<file path="src/rtl/rca32_bit_full_adder_pkg.sv">
// ============================================================================
// Module      : rca32_bit_full_adder_pkg
// Description : Shared constants for the ripple-carry adder slice.
// Revision    : 1.0 - initial release
// ============================================================================
`default_nettype none

package rca32_bit_full_adder_pkg;
  localparam int ADDER_WIDTH = 32;
endpackage

`default_nettype wire

</file>
<file path="src/rtl/rca32_bit_full_adder_full_adder.sv">
// ============================================================================
// Module      : full_adder
// Description : One-bit full-adder cell, purely combinational.
// Revision    : 1.0 - initial release
// ============================================================================
`default_nettype none

module full_adder (
  input  logic a_i,
  input  logic b_i,
  input  logic cin_i,
  output logic s_o,
  output logic cout_o
);

  assign s_o    = a_i ^ b_i ^ cin_i;
  assign cout_o = (a_i & b_i) | (a_i & cin_i) | (b_i & cin_i);

endmodule

`default_nettype wire

</file>
<file path="src/rtl/rca32_bit_full_adder.sv">
// ============================================================================
// Module      : rca32_bit_full_adder
// Description : WIDTH-bit ripple-carry adder with a single registered output stage.
// Revision    : 1.0 - initial release
// ============================================================================
`default_nettype none

module rca32_bit_full_adder
  import rca32_bit_full_adder_pkg::*;
#(
  parameter int WIDTH = ADDER_WIDTH
) (
  input  logic             clk,
  input  logic             rst_n,
  input  logic [WIDTH-1:0] a,
  input  logic [WIDTH-1:0] b,
  input  logic             cin,
  output logic [WIDTH-1:0] sum,
  output logic             ca
);

  logic [WIDTH:0]   c;
  logic [WIDTH-1:0] s;
  logic [WIDTH-1:0] sum_d;
  logic [WIDTH-1:0] sum_q;
  logic             ca_d;
  logic             ca_q;

  assign c[0] = cin;

  // Carry ripples strictly from cell i to cell i+1; no lookahead by design.
  for (genvar i = 0; i < WIDTH; i++) begin : g_bit
    full_adder u_fa (
      .a_i    (a[i]),
      .b_i    (b[i]),
      .cin_i  (c[i]),
      .s_o    (s[i]),
      .cout_o (c[i+1])
    );
  end

  always_comb begin
    sum_d = s;
    ca_d  = c[WIDTH];
  end

  always_ff @(posedge clk) begin
    if (!rst_n) begin
      sum_q <= '0;
      ca_q  <= 1'b0;
    end else begin
      sum_q <= sum_d;
      ca_q  <= ca_d;
    end
  end

  assign sum = sum_q;
  assign ca  = ca_q;

endmodule

`default_nettype wire

</file>
<file path="config.mk">
export PLATFORM = sky130hd
export DESIGN_NAME = rca32_bit_full_adder
export DESIGN_NICKNAME = d
export VERILOG_FILES = /design/src/rtl/rca32_bit_full_adder_pkg.sv /design/src/rtl/rca32_bit_full_adder_full_adder.sv /design/src/rtl/rca32_bit_full_adder.sv
export SDC_FILE = /design/constraint.sdc
export NUM_CORES = 1
export LEC_CHECK = 0
export ABC_CLOCK_PERIOD_IN_PS = 46200
export CORE_AREA = 5 5 73 75
export CTS_CLUSTER_DIAMETER = 150
export DETAILED_ROUTE_END_ITERATION = 10
export DIE_AREA = 0 0 78 80
export GPL_TIMING_DRIVEN = 0
export PLACE_DENSITY = 0.81
export SKIP_LAST_GASP = 1
export SYNTH_ARGS = -nofsm -noshare
export SYNTH_HDL_FRONTEND = slang
export SYNTH_SLANG_ARGS = --single-unit
</file>
<file path="constraint.sdc">
create_clock -name clk -period 46.2 [get_ports clk]
set_clock_uncertainty 0.15 [all_clocks]
set_input_delay 6.93 -clock clk [delete_from_list [all_inputs] [get_ports clk]]
set_output_delay 6.93 -clock clk [all_outputs]
set_load 0.01 [all_outputs]
</file>
# After elaboration in Yosys (flattened, before gate mapping)
# Cells that the tools add are included.
totals:
  ff_bits: 33
  inputBits: 67
classes:
  n_bitwise: 224
ops:
  columns: ["cell", "n"]
  rows:
  - ["$and A1 B1 Y1", 96]
  - ["$or A1 B1 Y1", 64]
  - ["$xor A1 B1 Y1", 64]

# Depth between registers and ports, before layout
depth:
  word_depth: 96
  mapped_depth: 36

# Modules after synthesis
# From an unflattened synthesis, not the netlist that was laid out.
hier_totals:
  cells_unflattened: 101
  hier_area_um2: 1564.0
by_module_without_submodules:
  columns: ["module", "n_inst", "cells_each", "area_each_um2", "seq_area_each_um2"]
  rows:
  - ["rca32_bit_full_adder", 1, 69, 923.4, 660.6]
  - ["full_adder", 32, 1, 20.0, 0.0]

# Least setup slack after synthesis
# No wires, ideal clock.
synth_timing:
  path_type: "input-to-reg"
  startpoint: "input a[0]"
  endpoint: "register sum_q[31] (netlist: sum[31])"
  arrival_time_ps: 19101
  path_slack_ps: 26884
  cell_stages: 36
  path_buffers: 0
  path_cell_list: "inv_1 -> fa_1 -> inv_1 -> fa_1 -> fa_1 -> fa_1 -> fa_1 -> fa_1 -> fa_1 -> fa_1 -> fa_1 -> fa_1 -> fa_1 -> fa_1 -> fa_1 -> fa_1 -> fa_1 -> fa_1 -> fa_1 -> fa_1 -> fa_1 -> fa_1 -> fa_1 -> fa_1 -> fa_1 -> fa_1 -> fa_1 -> fa_1 -> fa_1 -> fa_1 -> fa_1 -> fa_1 -> fa_1 -> inv_1 -> fa_1 -> nor2b_1"
synth_between:
  elab_chain_cells: 94
  word_cells_on_any_way: 125
  classes_between: "bitwise (125)"
synth_lines:
  columns: ["element", "line", "rtl"]
  rows:
  - ["start: declaration", "rca32_bit_full_adder.sv:15", "input logic [WIDTH-1:0] a,"]
  - ["$and A1 B1 Y1", "rca32_bit_full_adder_full_adder.sv:17", "assign cout_o = (a_i & b_i) | (a_i & cin_i) | (b_i & cin_i);"]
  - ["$or A1 B1 Y1 * (2 in series)", "rca32_bit_full_adder_full_adder.sv:17", null]
  - ["$and A1 B1 Y1", "rca32_bit_full_adder_full_adder.sv:17", null]
  - ["$or A1 B1 Y1", "rca32_bit_full_adder_full_adder.sv:17", null]
  - ["$or A1 B1 Y1 *", "rca32_bit_full_adder_full_adder.sv:17", null]
  - ["$and A1 B1 Y1", "rca32_bit_full_adder_full_adder.sv:17", null]
  - ["$or A1 B1 Y1", "rca32_bit_full_adder_full_adder.sv:17", null]
  - ["$or A1 B1 Y1 *", "rca32_bit_full_adder_full_adder.sv:17", null]
  - ["[77 not listed]", null, null]
  - ["$or A1 B1 Y1 *", "rca32_bit_full_adder_full_adder.sv:17", null]
  - ["$and A1 B1 Y1", "rca32_bit_full_adder_full_adder.sv:17", null]
  - ["$or A1 B1 Y1", "rca32_bit_full_adder_full_adder.sv:17", null]
  - ["$or A1 B1 Y1 *", "rca32_bit_full_adder_full_adder.sv:17", null]
  - ["$and A1 B1 Y1", "rca32_bit_full_adder_full_adder.sv:17", null]
  - ["$or A1 B1 Y1", "rca32_bit_full_adder_full_adder.sv:17", null]
  - ["$or A1 B1 Y1 *", "rca32_bit_full_adder_full_adder.sv:17", null]
  - ["$xor A1 B1 Y1 *", "rca32_bit_full_adder_full_adder.sv:16", "assign s_o = a_i ^ b_i ^ cin_i;"]
  - ["end signal: assignment", "rca32_bit_full_adder.sv:52", "sum_q <= sum_d;"]
  - ["end: declaration", "rca32_bit_full_adder.sv:25", "logic [WIDTH-1:0] sum_q;"]
# Mark *: on every way between the ends. The rest lies on a longest branch, timed or not.
# A chain may end at the register's enable or synchronous reset.

# Worst setup path after layout
# Ends and elaborated chain as after synthesis.

==> metrics <==
Simple-Gate Fraction of Synth Area=13.3%; largest net degree at the start of global routing=12; grt met3 use=4.97%; detailed-route DRC error count=0; Synth Warn #=0; Final period util=43.2%; Cell Area, Synth=1550 um^2; Pins Over Slew Limit=0; GR peak layer=met2; mux contribution to synthesized area=0%; largest family of logic cells by synthesized area=adder cells; Crit path largest cell delay=0.41 ns; clock-pin slew on the worst setup and hold paths=0.07 ns; Synth Area in XOR/XNOR=0%; status=finished, final reports clean; drt first-iter violations=14; CTS tree=yes; Cells after Synth=108; Initial Util=33.7%; critical path endpoint category=flop; leakage=1.09 nW; actual slew at the worst max-slew pin=0.172 ns; All-Layer GR Usage=11.1%; setup violators final=0; post-route setup TNS=0 ns; syn_nets=207; initial antenna violation count=0; CTS buffer count=5; detailed placement HPWL=3.00 mm; I/O pins=100; Worst VDD drop=0.0000115 V; DRT antenna net count=0; fin area=2740 um^2; FMAX=50.1 MHz; worst path bufs/invs=4; #FFs+latches synth=33; post-DR wirelength/cell=12.4 um; RSZ-0062 raised after global routing=no; Max Cap Viol=0; Mean Syn Cell Area=14.3 um^2; met2 usage=21.7%; register area share after synthesis=42.6%; CP Launch Type=primary input; clock root buffer=clkbuf_8; vias per cell=4.19; Crit path top cell by count=fa_1; ANT cells=0; Die Ht=80 um; Hold Violations, Final=0; total gr overflow=0; Worst EP arrival=20.01 ns; routed wire length=3.34 mm; port buffer count=99; max_slew headroom=88.5%; Core ar.=4600 um^2; CP delay by family, top=adder cells; Clock Path Buffers=2; Pre-Repair DR Iteration Count=2; top post-synthesis cells by area=dfxtp_1, fa_1, and2_1; Period minus WS final=19.94 ns; vias in the first global route=1290; die area=6240 um^2; post-CTS setup buffers=0; Placer Congestion=0.727; CP Max Fanout=1; # H-tree levels=2; data required time of the critical path=46.27 ns; first-pass GRT wire length=5.38 mm; Area Growth Syn to Fin=77.0%; CTS sink count=33; post-synthesis compound-gate area fraction=0%; power per standard cell area=32.3 nW/um^2; Hold-fix buffers, CTS=0; Cell Rows=25; share of layout cells above drive strength 1=5.12%; cell accounting for the most synthesized area=dfxtp_1; PostCTS Resize Cnt=0; count of nets after finishing=313; Crit-path slowest cell=fa_1; Synth top area share=42.6%; distinct cell type count after synthesis=6; adder-cell share of the synthesized area=41.4%; Vias=1127; Die X=78 um; Area after DPL=2610 um^2; M1 GR Usage=9.88%; HP Class=in2reg; CP Class=in2reg
==> worst paths after layout <==
path	endpoint	depth (start not counted)	from
hold / removal	ca	2	rst_n
setup / recovery	sum[31]	37	a[0]
==> cell families (layout without fill, tap and decap cells) <==
| family | count (synthesis) | after routing |
|---|---|---|
| simple gates | 33 | 33 |
| buf+inv | 10 | 117 |
| fa+ha+maj | 32 | 32 |
| flops | 33 | 33 |
==> cell usage in the layout (no fill, tap or decap) <==
master,instances
bufinv_16,2
and2_1,30
clkbuf_8,5
fa_1,32
nor2b_1,3
clkdlybuf4s50_1,99
dfxtp_1,33
clkbuf_2,3
clkinv_2,1
inv_1,7
==> cell type report <==
cell class | instances | area (um^2)
fillers | 396 | 1860
repair buffers | 99 | 991
multi-input cells | 65 | 847
flip-flops and latches | 33 | 661
clock buffers | 5 | 68.8
well taps | 54 | 67.6
clock inverters | 3 | 65.1
inverters | 7 | 26.3
plain buffers | 3 | 15.0
==> stage by stage <==
step                util (%)  hold slack [ns]  worst slack (ns)  cells  power, mW
floorplan                  -             6.91             26.88    108     0.0422
global placement        56.7             7.48             26.02    261     0.0577
detailed placement      56.7             7.49             25.92    261     0.0583
CTS                     59.6             7.18             26.21    269     0.0901
global route            59.6             7.21             25.75    269     0.0941
finish                  59.6             7.19             26.26    269     0.0885
==> flip-flops by register name (all words and copies together) (netlist names) <==
| name | cells |
|---|---|
| sum | 32 |
| ca | 1 |
==> power by group <==
part / leakage [nW] / internal [mW] / switching [mW]
Combinational: 0.749 / 0.0154 / 0.00862
Sequential: 0.275 / 0.0322 / 0.000822
Clock: 0.0681 / 0.0214 / 0.0100
Total: 1.09 / 0.0690 / 0.0195
==> per-layer routing <==
| metal | part of all wire [%] | vias to the layer above |
|---|---|---|
| met3 | 11 | 6 |
| met2 | 57 | 55 |
| li1 | - | 527 |
| met4 | 1.7 | 0 |
| met1 | 30 | 539 |
| met5 | 0 | - |
==> synthesized netlist by cell type <==
| library cell | number |
|---|---|
| dfxtp_1 | 33 |
| fa_1 | 32 |
| and2_1 | 30 |
| inv_1 | 7 |
| clkbuf_2 | 3 |
| nor2b_1 | 3 |
No activity file was read; power rests on OpenSTA's default activity.
